`config.mk`:
```
export PLATFORM = sky130hd
export DESIGN_NAME = dvp_tx
export DESIGN_NICKNAME = d
export VERILOG_FILES = /design/src/rtl/dvp_tx_pkg.sv /design/src/rtl/dvp_tim_cnt.sv /design/src/rtl/dvp_tx.sv
export SDC_FILE = /design/constraint.sdc
export NUM_CORES = 1
export LEC_CHECK = 0
export CORE_MARGIN = 2
export CORE_UTILIZATION = 30
export DETAILED_ROUTE_END_ITERATION = 8
export PLACE_DENSITY = 0.57
export SLEW_MARGIN = 15
export SYNTH_ARGS = -nofsm -noshare
export SYNTH_HDL_FRONTEND = slang
export SYNTH_HIERARCHICAL = 1
export SYNTH_SLANG_ARGS = --single-unit
```
`constraint.sdc`:
```
create_clock -name clk -period 5.56 [get_ports clk]
set_input_delay 0.556 -clock clk [delete_from_list [all_inputs] [get_ports clk]]
set_output_delay 0.556 -clock clk [all_outputs]
set_load 0.05 [all_outputs]
```
`src/rtl/dvp_tx_pkg.sv`:
```
// Shared constants and state encoding for the DVP byte transmitter.
// Default frame geometry lives here so every user agrees on it.
package dvp_tx_pkg;

    localparam int H_AP_DEF = 640;
    localparam int V_AP_DEF = 480;
    localparam int PX_W     = 12;
    localparam int LN_W     = 10;
    localparam int TIM_W    = 16;

    typedef enum logic [2:0] {
        S_IDLE,
        S_VSYNC,
        S_VFP,
        S_ACT,
        S_HBL,
        S_VBP
    } state_t;

endpackage

```
`src/rtl/dvp_tim_cnt.sv`:
```
// Loadable down-counter timing the blanking intervals.
// done is high once the loaded count has run out.
module dvp_tim_cnt #(
    parameter int W = 16
) (
    input  logic         clk,
    input  logic         rst,
    input  logic         load,
    input  logic [W-1:0] val,
    output logic         done
);

    logic [W-1:0] cnt;

    always_ff @(posedge clk) begin
        if (rst)
            cnt <= '0;
        else if (load)
            cnt <= val;
        else if (cnt != '0)
            cnt <= cnt - 1'b1;
    end

    assign done = (cnt == '0);

endmodule

```
`src/rtl/dvp_tx.sv`:
```
// RGB565 pixel stream to 8-bit DVP transmitter with vsync/href framing.
// Each pixel goes out as high byte then low byte on consecutive clocks.
module dvp_tx
    import dvp_tx_pkg::*;
#(
    parameter int H_AP = H_AP_DEF,
    parameter int V_AP = V_AP_DEF,
    parameter int VS_W = 4,
    parameter int V_FP = 16,
    parameter int H_BL = 144,
    parameter int V_BP = 16
) (
    input  logic        clk,
    input  logic        rst,
    input  logic        enable,
    input  logic [15:0] din,
    input  logic        din_sop,
    input  logic        din_eop,
    input  logic        din_vld,
    output logic        din_rdy,
    output logic        vsync,
    output logic        href,
    output logic [7:0]  dout,
    output logic        underrun,
    output logic        err
);

    state_t            state;
    logic              ph;
    logic [PX_W-1:0]   px;
    logic [LN_W-1:0]   ln;
    logic [7:0]        lo;
    logic              tim_load;
    logic [TIM_W-1:0]  tim_val;
    logic              tim_done;
    logic              start;
    logic              first;
    logic              line_last;
    logic              frame_last;

    assign start      = enable & din_vld & din_sop;
    assign first      = (px == '0) & (ln == '0);
    assign line_last  = (px == PX_W'(H_AP - 1));
    assign frame_last = line_last & (ln == LN_W'(V_AP - 1));

    always_comb begin
        din_rdy = 1'b0;
        if (!rst) begin
            case (state)
                S_IDLE:  din_rdy = enable & ~din_sop;
                S_ACT:   din_rdy = ~ph;
                default: din_rdy = 1'b0;
            endcase
        end
    end

    // Timer reloads mirror the FSM transitions into each timed state.
    always_comb begin
        tim_load = 1'b0;
        tim_val  = '0;
        case (state)
            S_IDLE: if (start) begin
                tim_load = 1'b1;
                tim_val  = TIM_W'(VS_W - 1);
            end
            S_VSYNC: if (tim_done) begin
                tim_load = 1'b1;
                tim_val  = TIM_W'(V_FP - 1);
            end
            S_ACT: if (ph && line_last) begin
                tim_load = 1'b1;
                tim_val  = frame_last ? TIM_W'(V_BP - 1) : TIM_W'(H_BL - 1);
            end
            default: tim_load = 1'b0;
        endcase
    end

    dvp_tim_cnt #(.W(TIM_W)) u_tim (
        .clk  (clk),
        .rst  (rst),
        .load (tim_load),
        .val  (tim_val),
        .done (tim_done)
    );

    always_ff @(posedge clk) begin
        if (rst) begin
            state    <= S_IDLE;
            ph       <= 1'b0;
            px       <= '0;
            ln       <= '0;
            lo       <= '0;
            vsync    <= 1'b0;
            href     <= 1'b0;
            dout     <= '0;
            underrun <= 1'b0;
            err      <= 1'b0;
        end else begin
            href     <= 1'b0;
            dout     <= '0;
            underrun <= 1'b0;
            err      <= 1'b0;
            case (state)
                S_IDLE: if (start) begin
                    state <= S_VSYNC;
                    vsync <= 1'b1;
                end
                S_VSYNC: if (tim_done) begin
                    state <= S_VFP;
                    vsync <= 1'b0;
                end
                S_VFP: if (tim_done) state <= S_ACT;
                S_ACT: begin
                    if (ph) begin
                        href <= 1'b1;
                        dout <= lo;
                        ph   <= 1'b0;
                        if (line_last) begin
                            px <= '0;
                            if (frame_last) begin
                                ln    <= '0;
                                state <= S_VBP;
                            end else begin
                                ln    <= ln + 1'b1;
                                state <= S_HBL;
                            end
                        end else begin
                            px <= px + 1'b1;
                        end
                    end else if (din_vld) begin
                        href <= 1'b1;
                        dout <= din[15:8];
                        lo   <= din[7:0];
                        ph   <= 1'b1;
                        err  <= (din_sop != first) | (din_eop != frame_last);
                    end else begin
                        underrun <= 1'b1;
                    end
                end
                S_HBL: if (tim_done) state <= S_ACT;
                S_VBP: if (tim_done) state <= S_IDLE;
                default: state <= S_IDLE;
            endcase
        end
    end

endmodule
```
==> out/metrics.yaml, run 1 <==
status: "finished, final reports clean"
finalClockSkew_ps: 11.4
worst_setup_path_end_kind: "register"
rr_worst_depth: 12
hold_class: "reg2reg"
final.setup.worst_slack_ps: 2130
rsz0062_at_grt: "no"
yosys_warnings: 6
clk_pin_slew_ps: 80
synth_top_cell_by_area: "dfxtp_1"
cts-resized-gates: 0
cts-root-buf: "clkbuf_8"
syn_inst: 370
syn_area_sq_um: 3120
wirelength_um: 6950
fin_setup_tns_ps: 0
whs_path_depth: 1
ant_nets: 0
post_cts_buffers: 0
syn_area_per_cell_sq_um: 8.43
portBuffers: 34
nNetsFinal: 443
wl_per_cell_um: 12.5
cts_buffers: 9
p_leak_nw: 1.35
max_cap_viol_count: 0
critPathKind: "reg2reg"
rr_endpoint: "u_tim/cnt[15]"
hold_start: "lo[6]"
synth_most_common_cell: "dfxtp_1"
synth-edff-count: 0
clock-sinks: 62
dp_worst_setup_slack_ps: 2150
timing.fmax_ghz: 0.292
arrival_ps: 3680
track_usage_pct: 13.3
worst_slew_pin_slew_ps: 933
drive_gt1_share_pct: 7.60
drv_slew: 0
cts_tree: "built"
reg2reg_from: "u_tim/cnt[0]"
met3_usage_pct: 4.05
die_h_um: 106
n_antenna_cell: 0
synth_area_leaders: "dfxtp_1, nor2_1, nand2_1"
gp_congestion: 0.790
hpwl_um: 4790
ys_seq_area_share_pct: 39.8
grt_use_met2_pct: 20.7
finish.utilization_pct: 37.3
vias: 2756
grt_pass1_vias: 2672
cts_buffer_depth: 2
setup_viol: 0
r2r_setup_slack_ps: 2130
grt_max_degree: 46
hold_viol: 0
htreeDepth: 3
ctsHoldBuffers: 0
synth_cell_type_count: 55
initial_core_util_pct: 30.5
dieArea_sq_um: 11200
min_to: "dout[6]"
grt_pass1_wl_um: 12300
path_max_fanout: 17
ir_drop_v: 0.000176
area_growth_pct: 22.2
synth_seq_cells: 62
coreArea_sq_um: 10200
num_io_pins: 35
viasPerCell: 4.95
clock_latency_ps: 350
async_reset_ff_share_pct: 0
die_x_um: 106
rows: 37
timing.final.crit_period_ps: 3430
min_period_over_period_pct: 61.7
drc: 0
grt_overflow: 0
synth_top_area_share_pct: 39.8
grt-busiest-layer: "met2"
critPathLaunchType: "register"
dr.pass1.iters: 4
power.density_nw_per_um2: 405
slew_headroom_pct: 37.2
antenna_found_initial: 0
drt_iter0_drc: 80
ys_top_cells_by_count: "dfxtp_1, nor2_1, nand2_1"
met1_usage_pct: 17.3
synthFlopType: "dfxtp_1"
required_ps: 5810
cell type report:
cell class	instances	area, sq um
Fill cell	1069	6420
Multi-Input combinational cell	294	1800
Sequential cell	62	1240
Timing Repair Buffer	37	363
Tap cell	136	170
Clock buffer	9	124
Clock inverter	7	73.8
Inverter	12	45.0
worst max path at each step:
stage	slack, ps	to	cells after the start	from
3_5_place_dp	2150	u_tim/cnt[15]	12	u_tim/cnt[0]
2_1_floorplan	2130	u_tim/cnt[7]	12	u_tim/cnt[0]
4_1_cts	2130	u_tim/cnt[15]	12	u_tim/cnt[0]
6_report	2130	u_tim/cnt[15]	12	u_tim/cnt[0]
5_1_grt	1860	u_tim/cnt[15]	12	u_tim/cnt[1]
3_3_place_gp	2270	u_tim/cnt[15]	12	u_tim/cnt[0]
critical path, cell delays in order, from the launching register on:
cell     delay (ps)
dfxtp_1         330
inv_1            80
ha_1            190
or3b_2          520
or4_4           590
nor2_1          450
a21oi_1         140
o31ai_1         210
buf_4           240
nor2_1          130
a21oi_1         160
a31oi_1          50
and3_1          230
report_power, final:
part / switching [mW] / internal, mW
clock: 0.194 / 0.208
combinational: 0.310 / 0.244
sequential: 0.0785 / 0.507
through the flow:
| stage | hold slack, ps | power [mW] | area [sq um] | std cells |
|---|---|---|---|---|
| floorplan | 442 | 1.05 | 3180 | 385 |
| global placement | 449 | 1.14 | 3610 | 541 |
| detailed placement | 453 | 1.15 | 3610 | 541 |
| CTS | 472 | 1.55 | 3810 | 557 |
| global route | 491 | 1.65 | 3810 | 557 |
| finish | 474 | 1.54 | 3810 | 557 |
flip-flops by register name, indices dropped and copies added, names as in the netlist, 3 cells and up:
name,count
u_tim/cnt,16
dout,8
lo,8
px,12
ln,10
state,3
kinds of logic (layout without fill, tap and decap cells):
family / count (synthesis) / after routing / share of synthesized area [%]
and+or+nand+nor: 170 / 170 / 29.2
AOI/OAI and AO/OA: 71 / 71 / 15.1
DFF: 62 / 62 / 39.8
buffers and inverters: 29 / 65 / 4.45
xor gates and xnor gates: 24 / 24 / 6.74
muxes: 8 / 8 / 2.57
adders and majority gates: 5 / 5 / 2.01
other: 1 / 16 / 0.120
metal layers:
layer / up-vias / part of all wire, %
met3: 8 / 4.3
met1: 1283 / 49
met5: - / 0
met2: 51 / 45
li1: 1414 / -
met4: 0 / 1.2
layout by cell type (no fill, tap or decap), drive strengths merged, types with 3 or more instances in the layout:
cell type	instances
mux2i	8
conb	16
xnor2	11
or3	4
o31ai	4
inv	13
nor2	46
clkinv	4
buf	3
nand4	6
nor2b	3
o21ai	17
a22o	8
nand3	18
a31oi	4
xor2	13
ha	5
a21oi	21
and4	4
nor3	17
clkbuf	9
nand2	34
or4	8
nor4	11
dfxtp	62
clkdlybuf4s50	34
and3	9
(Power assumes the default switching activity.)
==> run 2, diff against run 1 <==
--- a/config.mk
+++ b/config.mk
@@ -8,7 +8,7 @@
 export CORE_MARGIN = 2
 export CORE_UTILIZATION = 30
 export DETAILED_ROUTE_END_ITERATION = 8
-export PLACE_DENSITY = 0.57
+export PLACE_DENSITY = 0.59
 export SLEW_MARGIN = 15
 export SYNTH_ARGS = -nofsm -noshare
 export SYNTH_HDL_FRONTEND = slang
==> constraint.sdc (replaced) <==
create_clock -name clk -period 3.05 [get_ports clk]
set_input_delay 0.305 -clock clk [delete_from_list [all_inputs] [get_ports clk]]
set_output_delay 0.305 -clock clk [all_outputs]
set_load 0.05 [all_outputs]
==> out/metrics.yaml, run 2 (synthesis gave the netlist of run 1 again) <==
status: "finished, final reports clean"
critPathLaunchType: "register"
dr.pass1.iters: 4
path_max_fanout: 7
power.density_nw_per_um2: 742
drv_slew: 0
final_cell_mix: "dfxtp_1, nor2_1, nand2_1"
die_x_um: 106
final_cell_area_sq_um: 3920
cts-root-buf: "clkbuf_8"
area_growth_pct: 25.7
viasPerCell: 4.94
cts_buffers: 9
reg_top3: "u_tim/cnt x16, px x12, ln x10"
antenna_found_initial: 0
hold_class: "reg2reg"
nNetsFinal: 451
gp_congestion: 0.798
largest_reg_flops: 16
initial_core_util_pct: 30.5
wirelength_um: 7150
num-fill-cells: 1053
ir_drop_v: 0.000308
worst_setup_path_end_kind: "register"
slew_headroom_pct: 36.4
critPathKind: "reg2reg"
p_leak_nw: 1.40
fin_setup_tns_ps: 0
num_io_pins: 35
vias: 2792
min_period_over_period_pct: 93.1
ant_nets: 0
ctsHoldBuffers: 0
grt_pass1_wl_um: 12100
track_usage_pct: 13.3
whs_path_depth: 1
setup_viol: 0
grt_overflow: 0
hpwl_um: 5000
drive_gt1_share_pct: 10.7
largest-register: "u_tim/cnt"
reg2reg_from: "u_tim/cnt[0]"
cts_buffer_depth: 2
n_antenna_cell: 0
arrival_ps: 3080
rr_worst_depth: 10
min_to: "dout[3]"
drt_iter0_drc: 135
clock_latency_ps: 350
rr_endpoint: "state[1]"
grt_max_degree: 24
grt_pass1_vias: 2721
timing.fmax_ghz: 0.352
portBuffers: 34
wl_per_cell_um: 12.7
dieArea_sq_um: 11200
clock-sinks: 62
worst_slew_pin_slew_ps: 945
hold_start: "lo[3]"
r2r_setup_slack_ps: 210
placed_area_sq_um: 3700
finalPower_mw: 2.91
timing.final.crit_period_ps: 2840
required_ps: 3290
coreArea_sq_um: 10200
die_h_um: 106
finalClockSkew_ps: 12.1
hold_viol: 0
clk_pin_slew_ps: 80
final_common_cell: "dfxtp_1"
max_cap_viol_count: 0
cts_tree: "built"
drc: 0
htreeDepth: 3
rsz0062_at_grt: "no"
holdWs_ps: 478
rows: 37
## run 2: where the power goes
group | switching [mW] | internal [mW]
logic | 0.594 | 0.499
registers | 0.146 | 0.924
clock network | 0.359 | 0.387
total | 1.10 | 1.81
## run 2: critical path: stages, from the launching register on
cell and delay, ps:
dfxtp_1 330, inv_1 80, ha_1 190, or3b_2 460, or4_4 580, nor2_2 160, buf_4 170, a211oi_1 60
nor4_2 280, nand2_1 110, a211o_1 310
## run 2: how the worst max path moves through the flow
stage / start / slack (ps) / end / cells past startpoint
6_report: u_tim/cnt[0] / 210 / state[1] / 10
5_1_grt: u_tim/cnt[0] / 20 / state[1] / 10
2_1_floorplan: u_tim/cnt[0] / 60 / u_tim/cnt[7] / 12
3_3_place_gp: u_tim/cnt[0] / 190 / state[1] / 10
4_1_cts: u_tim/cnt[0] / 100 / state[1] / 10
3_5_place_dp: u_tim/cnt[0] / 110 / state[1] / 10
## run 2: timing repair
item,in CTS,in global routing
setup endpoints to repair,0,3
hold endpoints to repair,0,0
gates resized for setup,0,2
buffers inserted,0,1
## run 2: area by class of cell
class                           count  area (sq um)  area share [%]
Tap cell                          136           170            4.34
Timing Repair Buffer               45           433            11.0
Clock buffer                        9           124            3.16
Clock inverter                      7          80.1            2.04
Multi-Input combinational cell    294          1830            46.6
Sequential cell                    62          1240            31.7
Inverter                           12          45.0            1.15
## run 2: through the flow
stage | cells | utilization [%] | worst slack [ps]
floorplan | 385 | - | 62.3
global placement | 548 | 36.2 | 191
detailed placement | 548 | 36.2 | 109
CTS | 564 | 38.2 | 97.5
global route | 565 | 38.3 | 23.0
finish | 565 | 38.3 | 211
## run 2: routing by layer
| layer | global-route usage [%] | part of all wire, % |
|---|---|---|
| met1 | 16.3 | 47 |
| met2 | 21.8 | 47 |
| met3 | 4.66 | 4.0 |
| met4 | 4.70 | 2.1 |
| met5 | 0 | 0 |
